===== src/rtl/output_port_arbiter.sv =====
// output_port_arbiter
//   Round-robin arbiter for one router output. Picks one requesting input per
//   cycle, pops it combinationally and registers the flit toward the
//   downstream output_buffer stage (en/data). Honours out_ready backpressure.
//
//   Optional feature macro: ARB_PKT_LOCK_EN
//     When defined, the grant is held on one input from a packet's first flit
//     through its tail flit. Undefined: per-flit arbitration, in_tail only
//     passes through to out_tail.
//
//   Lock FSM (ARB_PKT_LOCK_EN only):
//     state  | meaning
//     IDLE   | normal round-robin search from rr_ptr
//     LOCKED | only lock_idx may be granted until its tail flit is accepted
//
//   Ports:
//     clk, rst_n   clock, asynchronous active-low reset
//     in_req       per-input valid
//     in_data      flat flit bus, input i at [i*DATA_W +: DATA_W]
//     in_tail      per-input tail marker
//     in_pop       combinational one-hot accept
//     out_ready    downstream can take a flit next cycle
//     en, data     registered flit toward output_buffer
//     out_tail     registered tail marker aligned with data
module output_port_arbiter #(
  parameter int DATA_W = 8,
  parameter int NUM_IN = 4
) (
  input  logic                     clk,
  input  logic                     rst_n,
  input  logic [NUM_IN-1:0]        in_req,
  input  logic [NUM_IN*DATA_W-1:0] in_data,
  input  logic [NUM_IN-1:0]        in_tail,
  output logic [NUM_IN-1:0]        in_pop,
  input  logic                     out_ready,
  output logic                     en,
  output logic [DATA_W-1:0]        data,
  output logic                     out_tail
);

  localparam int PTR_W = $clog2(NUM_IN);

  logic [PTR_W-1:0] rr_ptr;
  logic [PTR_W-1:0] rr_idx;
  logic             rr_found;
  logic [PTR_W-1:0] win_idx;
  logic             found;
  logic             accept;
  logic [PTR_W-1:0] next_ptr;

`ifdef ARB_PKT_LOCK_EN
  typedef enum logic {IDLE, LOCKED} lock_state_t;
  lock_state_t      lock_state;
  logic [PTR_W-1:0] lock_idx;
`endif

  // Search from rr_ptr, wrapping modulo NUM_IN (works for non power-of-two).
  always_comb begin : rr_search
    int idx;
    idx      = 0;
    rr_found = 1'b0;
    rr_idx   = '0;
    for (int k = 0; k < NUM_IN; k++) begin
      idx = int'(rr_ptr) + k;
      if (idx >= NUM_IN) idx = idx - NUM_IN;
      if (!rr_found && in_req[idx]) begin
        rr_found = 1'b1;
        rr_idx   = PTR_W'(idx);
      end
    end
  end

  always_comb begin
`ifdef ARB_PKT_LOCK_EN
    // While locked a missing request from lock_idx is a bubble, not a hand-off.
    if (lock_state == LOCKED) begin
      found   = in_req[lock_idx];
      win_idx = lock_idx;
    end else begin
      found   = rr_found;
      win_idx = rr_idx;
    end
`else
    found   = rr_found;
    win_idx = rr_idx;
`endif
  end

  // rst_n gates the pop so nothing is accepted while reset is held.
  assign accept   = rst_n & out_ready & found;
  assign in_pop   = accept ? (NUM_IN'(1) << win_idx) : '0;
  assign next_ptr = (win_idx == PTR_W'(NUM_IN - 1)) ? '0 : win_idx + PTR_W'(1);

  always_ff @(posedge clk or negedge rst_n) begin
    if (!rst_n) begin
      en       <= 1'b0;
      data     <= '0;
      out_tail <= 1'b0;
      rr_ptr   <= '0;
`ifdef ARB_PKT_LOCK_EN
      lock_state <= IDLE;
      lock_idx   <= '0;
`endif
    end else begin
      en <= accept;
      if (accept) begin
        data     <= in_data[win_idx*DATA_W +: DATA_W];
        out_tail <= in_tail[win_idx];
        rr_ptr   <= next_ptr;
`ifdef ARB_PKT_LOCK_EN
        case (lock_state)
          IDLE: begin
            if (!in_tail[win_idx]) begin
              lock_state <= LOCKED;
              lock_idx   <= win_idx;
            end
          end
          LOCKED: begin
            if (in_tail[win_idx]) lock_state <= IDLE;
          end
          default: lock_state <= IDLE;
        endcase
`endif
      end
    end
  end

endmodule


===== config.mk =====
export PLATFORM = sky130hd
export DESIGN_NAME = output_port_arbiter
export DESIGN_NICKNAME = d
export VERILOG_FILES = /design/src/rtl/output_port_arbiter.sv
export SDC_FILE = /design/constraint.sdc
export NUM_CORES = 1
export LEC_CHECK = 0
export CAP_MARGIN = 10
export CELL_PAD_IN_SITES_DETAIL_PLACEMENT = 1
export CELL_PAD_IN_SITES_GLOBAL_PLACEMENT = 1
export CORE_AREA = 2 2 60 62
export DETAILED_ROUTE_END_ITERATION = 8
export DIE_AREA = 0 0 62 64
export GPL_TIMING_DRIVEN = 0
export HOLD_SLACK_MARGIN = 0.12
export PLACE_DENSITY_LB_ADDON = 0.1
export REMOVE_ABC_BUFFERS = 1
export SYNTH_ARGS = -nofsm -noshare
export SYNTH_HDL_FRONTEND = slang
export SYNTH_SLANG_ARGS = --single-unit

===== constraint.sdc =====
create_clock -name clk -period 4.6 [get_ports clk]
set_clock_uncertainty 0.15 [all_clocks]
set_input_delay 0.92 -clock clk [delete_from_list [all_inputs] [get_ports clk]]
set_output_delay 0.92 -clock clk [all_outputs]
set_load 0.02 [all_outputs]

==> results.json <==
{
  "ff_latch_area_um2": 300,
  "hold_class": "reg -> reg",
  "period_minus_slack_ps": 4450,
  "antenna_left": 0,
  "finalMaxSlewViolations": 0,
  "multi_input_area_um2": 467,
  "rsz0062_at_grt": "no",
  "grt_usage_pct": 14.8,
  "status": "completed",
  "antenna_found_initial": 0,
  "critPathCaptureType": "output pin",
  "ys_ff_latch": 12,
  "clkTransAtPathRegs_ps": 90,
  "grt.overflow.total": 0,
  "fill_cells": 392,
  "viasPerCell": 4.70,
  "yosysWarnings": 0,
  "clock_sinks": 12,
  "drv_cap": 0,
  "vdd.ir_drop.worst_mv": 0.143,
  "root_buffer": "clkbuf_4",
  "syn_area_per_cell_um2": 10.2,
  "core_um2": 3280,
  "initial_core_util_pct": 24.2,
  "hold_viol": 0,
  "drt_drc_violations_left": 0,
  "grt_pass1_vias": 941,
  "wl_per_cell_um": 15.1,
  "dr_total_vias": 878,
  "clk_path_buf_depth": 2,
  "htree_levels": 1,
  "crit_type": "in -> out",
  "gp_congestion": 0.739,
  "nNetsFinal": 185,
  "fp.dieH_um": 64,
  "leakage_nw": 0.651,
  "first_pass_iters": 2,
  "rows": 21,
  "syn_area_um2": 793,
  "cp_max_fo": 6,
  "place_area_um2": 1410,
  "worstMarginPinSlew_ps": 703,
  "netlist_top_cells_area": "dfrtp_1 (38%), mux2i_1 (24%), o221ai_1 (9.9%)",
  "pin_count": 57,
  "cts_tree": "done",
  "critPathArrivalTime_ps": 3380,
  "fin_area_um2": 1480,
  "cp-start-kind": "primary input",
  "syn_to_final_growth_pct": 86.6,
  "power_density_nw_per_um2": 394,
  "n_antenna_cell": 0,
  "max_slew_margin_pct": 52.9,
  "numPortBuffers": 56,
  "fmax_mhz": 225,
  "finalCritPeriodShare_pct": 96.8,
  "yosys.area.top_type_share_pct": 37.9,
  "dieWidth_um": 62,
  "dpl.hpwl_mm": 2.10,
  "hold_buffers": 0,
  "numCtsBuffers": 3,
  "clk_latency_ps": 280,
  "yosysSeqAreaShare_pct": 37.9,
  "syn_inst": 78,
  "grt_first_pass_wirelength_mm": 4.30,
  "drt_wl_total_mm": 2.82,
  "cp.required_ps": 3530,
  "synth_cell_type_count": 22,
  "drtIter0Drc": 21,
  "fin_tns_setup_ps": 0,
  "setup_viol": 0,
  "drive_above_1_share_pct": 11.3,
  "yosys.area.top_type": "dfrtp_1",
  "grt_max_degree": 16,
  "die_area_um2": 3970,
  "dp_slack_ps": -227,
  "setup_slack_ps": 147
}
## registers in the layout, indices dropped and copies added, names as in the netlist
name / flops
en: 1
data: 8
out_tail: 1
rr_ptr: 2
## worst max-delay path, cell delays in order
cell and delay (ps):
clkdlybuf4s50_1 580, and2b_1 180, nor2_1 70, o211ai_1 580, buf_4 290, buf_4 170, nor2_1 50, clkdlybuf4s50_1 550
## logic make-up (layout without fill, tap and decap cells)
group | Yosys count | after routing | share of synthesized area, %
buf+inv | 6 | 69 | 4.57
simple gates | 24 | 24 | 14.4
compound gates | 17 | 17 | 19.2
flops | 12 | 12 | 37.9
mux | 19 | 19 | 24.0
## layer usage
| metal | global-route usage [%] | share of wire (%) | vias to the layer above |
|---|---|---|---|
| met4 | 6.12 | 1.3 | 0 |
| met1 | 16.6 | 40 | 417 |
| met3 | 3.44 | 6.4 | 6 |
| met2 | 25.7 | 52 | 37 |
| met5 | 0 | 0 | - |
| li1 | - | - | 418 |
## Yosys cell counts
cell and number:
nand2_2 1, buf_6 1, nor2_1 5, inv_1 2
o21ai_1 1, o311ai_2 1, o211ai_1 1, buf_2 2
and3_1 1, o32ai_2 1, dfrtp_1 12, mux2i_1 19
o221a_2 1, o21ai_0 2, nor2b_1 2, nor2b_2 1
a21boi_1 1, o221ai_1 9, buf_4 1, nand2_1 11
and2b_1 1, or2_1 2
## layout make-up
class | instances | share of cell area, %
Clock buffer | 4 | 2.45
Inverter | 2 | 0.507
Multi-Input combinational cell | 60 | 31.5
Sequential cell | 12 | 20.3
Tap cell | 46 | 3.89
Timing Repair Buffer | 63 | 41.3
## stage by stage
step	util (%)	power (mW)	hold slack [ps]	std cells
after floorplan	-	0.344	337	74
after global placement	42.1	0.483	323	176
after detailed placement	42.8	0.492	328	179
after CTS	44.2	0.585	354	183
after global routing	45.1	0.622	374	187
final	45.1	0.583	345	187
## cell usage in the layout, fill, tap and decap left out, types with 2 or more instances in the layout
cell type         n
nand2_1          11
o221ai_1          9
mux2i_1          19
nor2b_1           2
o21ai_0           2
or2_1             2
nor2_1            5
dfrtp_1          12
buf_4             7
clkbuf_4          3
inv_1             2
clkdlybuf4s50_1  55
## repair_timing
item	in CTS	in global routing
resized for setup	2	0
buffers inserted	0	4
pin swaps	0	1
endpoints found under the setup margin	4	2
## power breakdown
part / switching (mW) / internal, mW
Clock: 0.0410 / 0.0481
Sequential: 0.0264 / 0.142
Combinational: 0.154 / 0.171
## worst paths after layout
check | from | end | slack, ps | cells past startpoint
max | in_req[0] | in_pop[3] | 150 | 8
min | data[0]$_DFFE_PN0P_ | data[0]$_DFFE_PN0P_ | 350 | 2
max reg2reg | rr_ptr[0]$_DFFE_PN0P_ | data[2]$_DFFE_PN0P_ | 2050 | 8
min reg2reg | data[0]$_DFFE_PN0P_ | data[0]$_DFFE_PN0P_ | 350 | 2
max in group asynchronous | rst_n | data[6]$_DFFE_PN0P_ | 3220 | 1
min in group asynchronous | rst_n | rr_ptr[0]$_DFFE_PN0P_ | 630 | 1
Power figures use the tool's default switching activity.
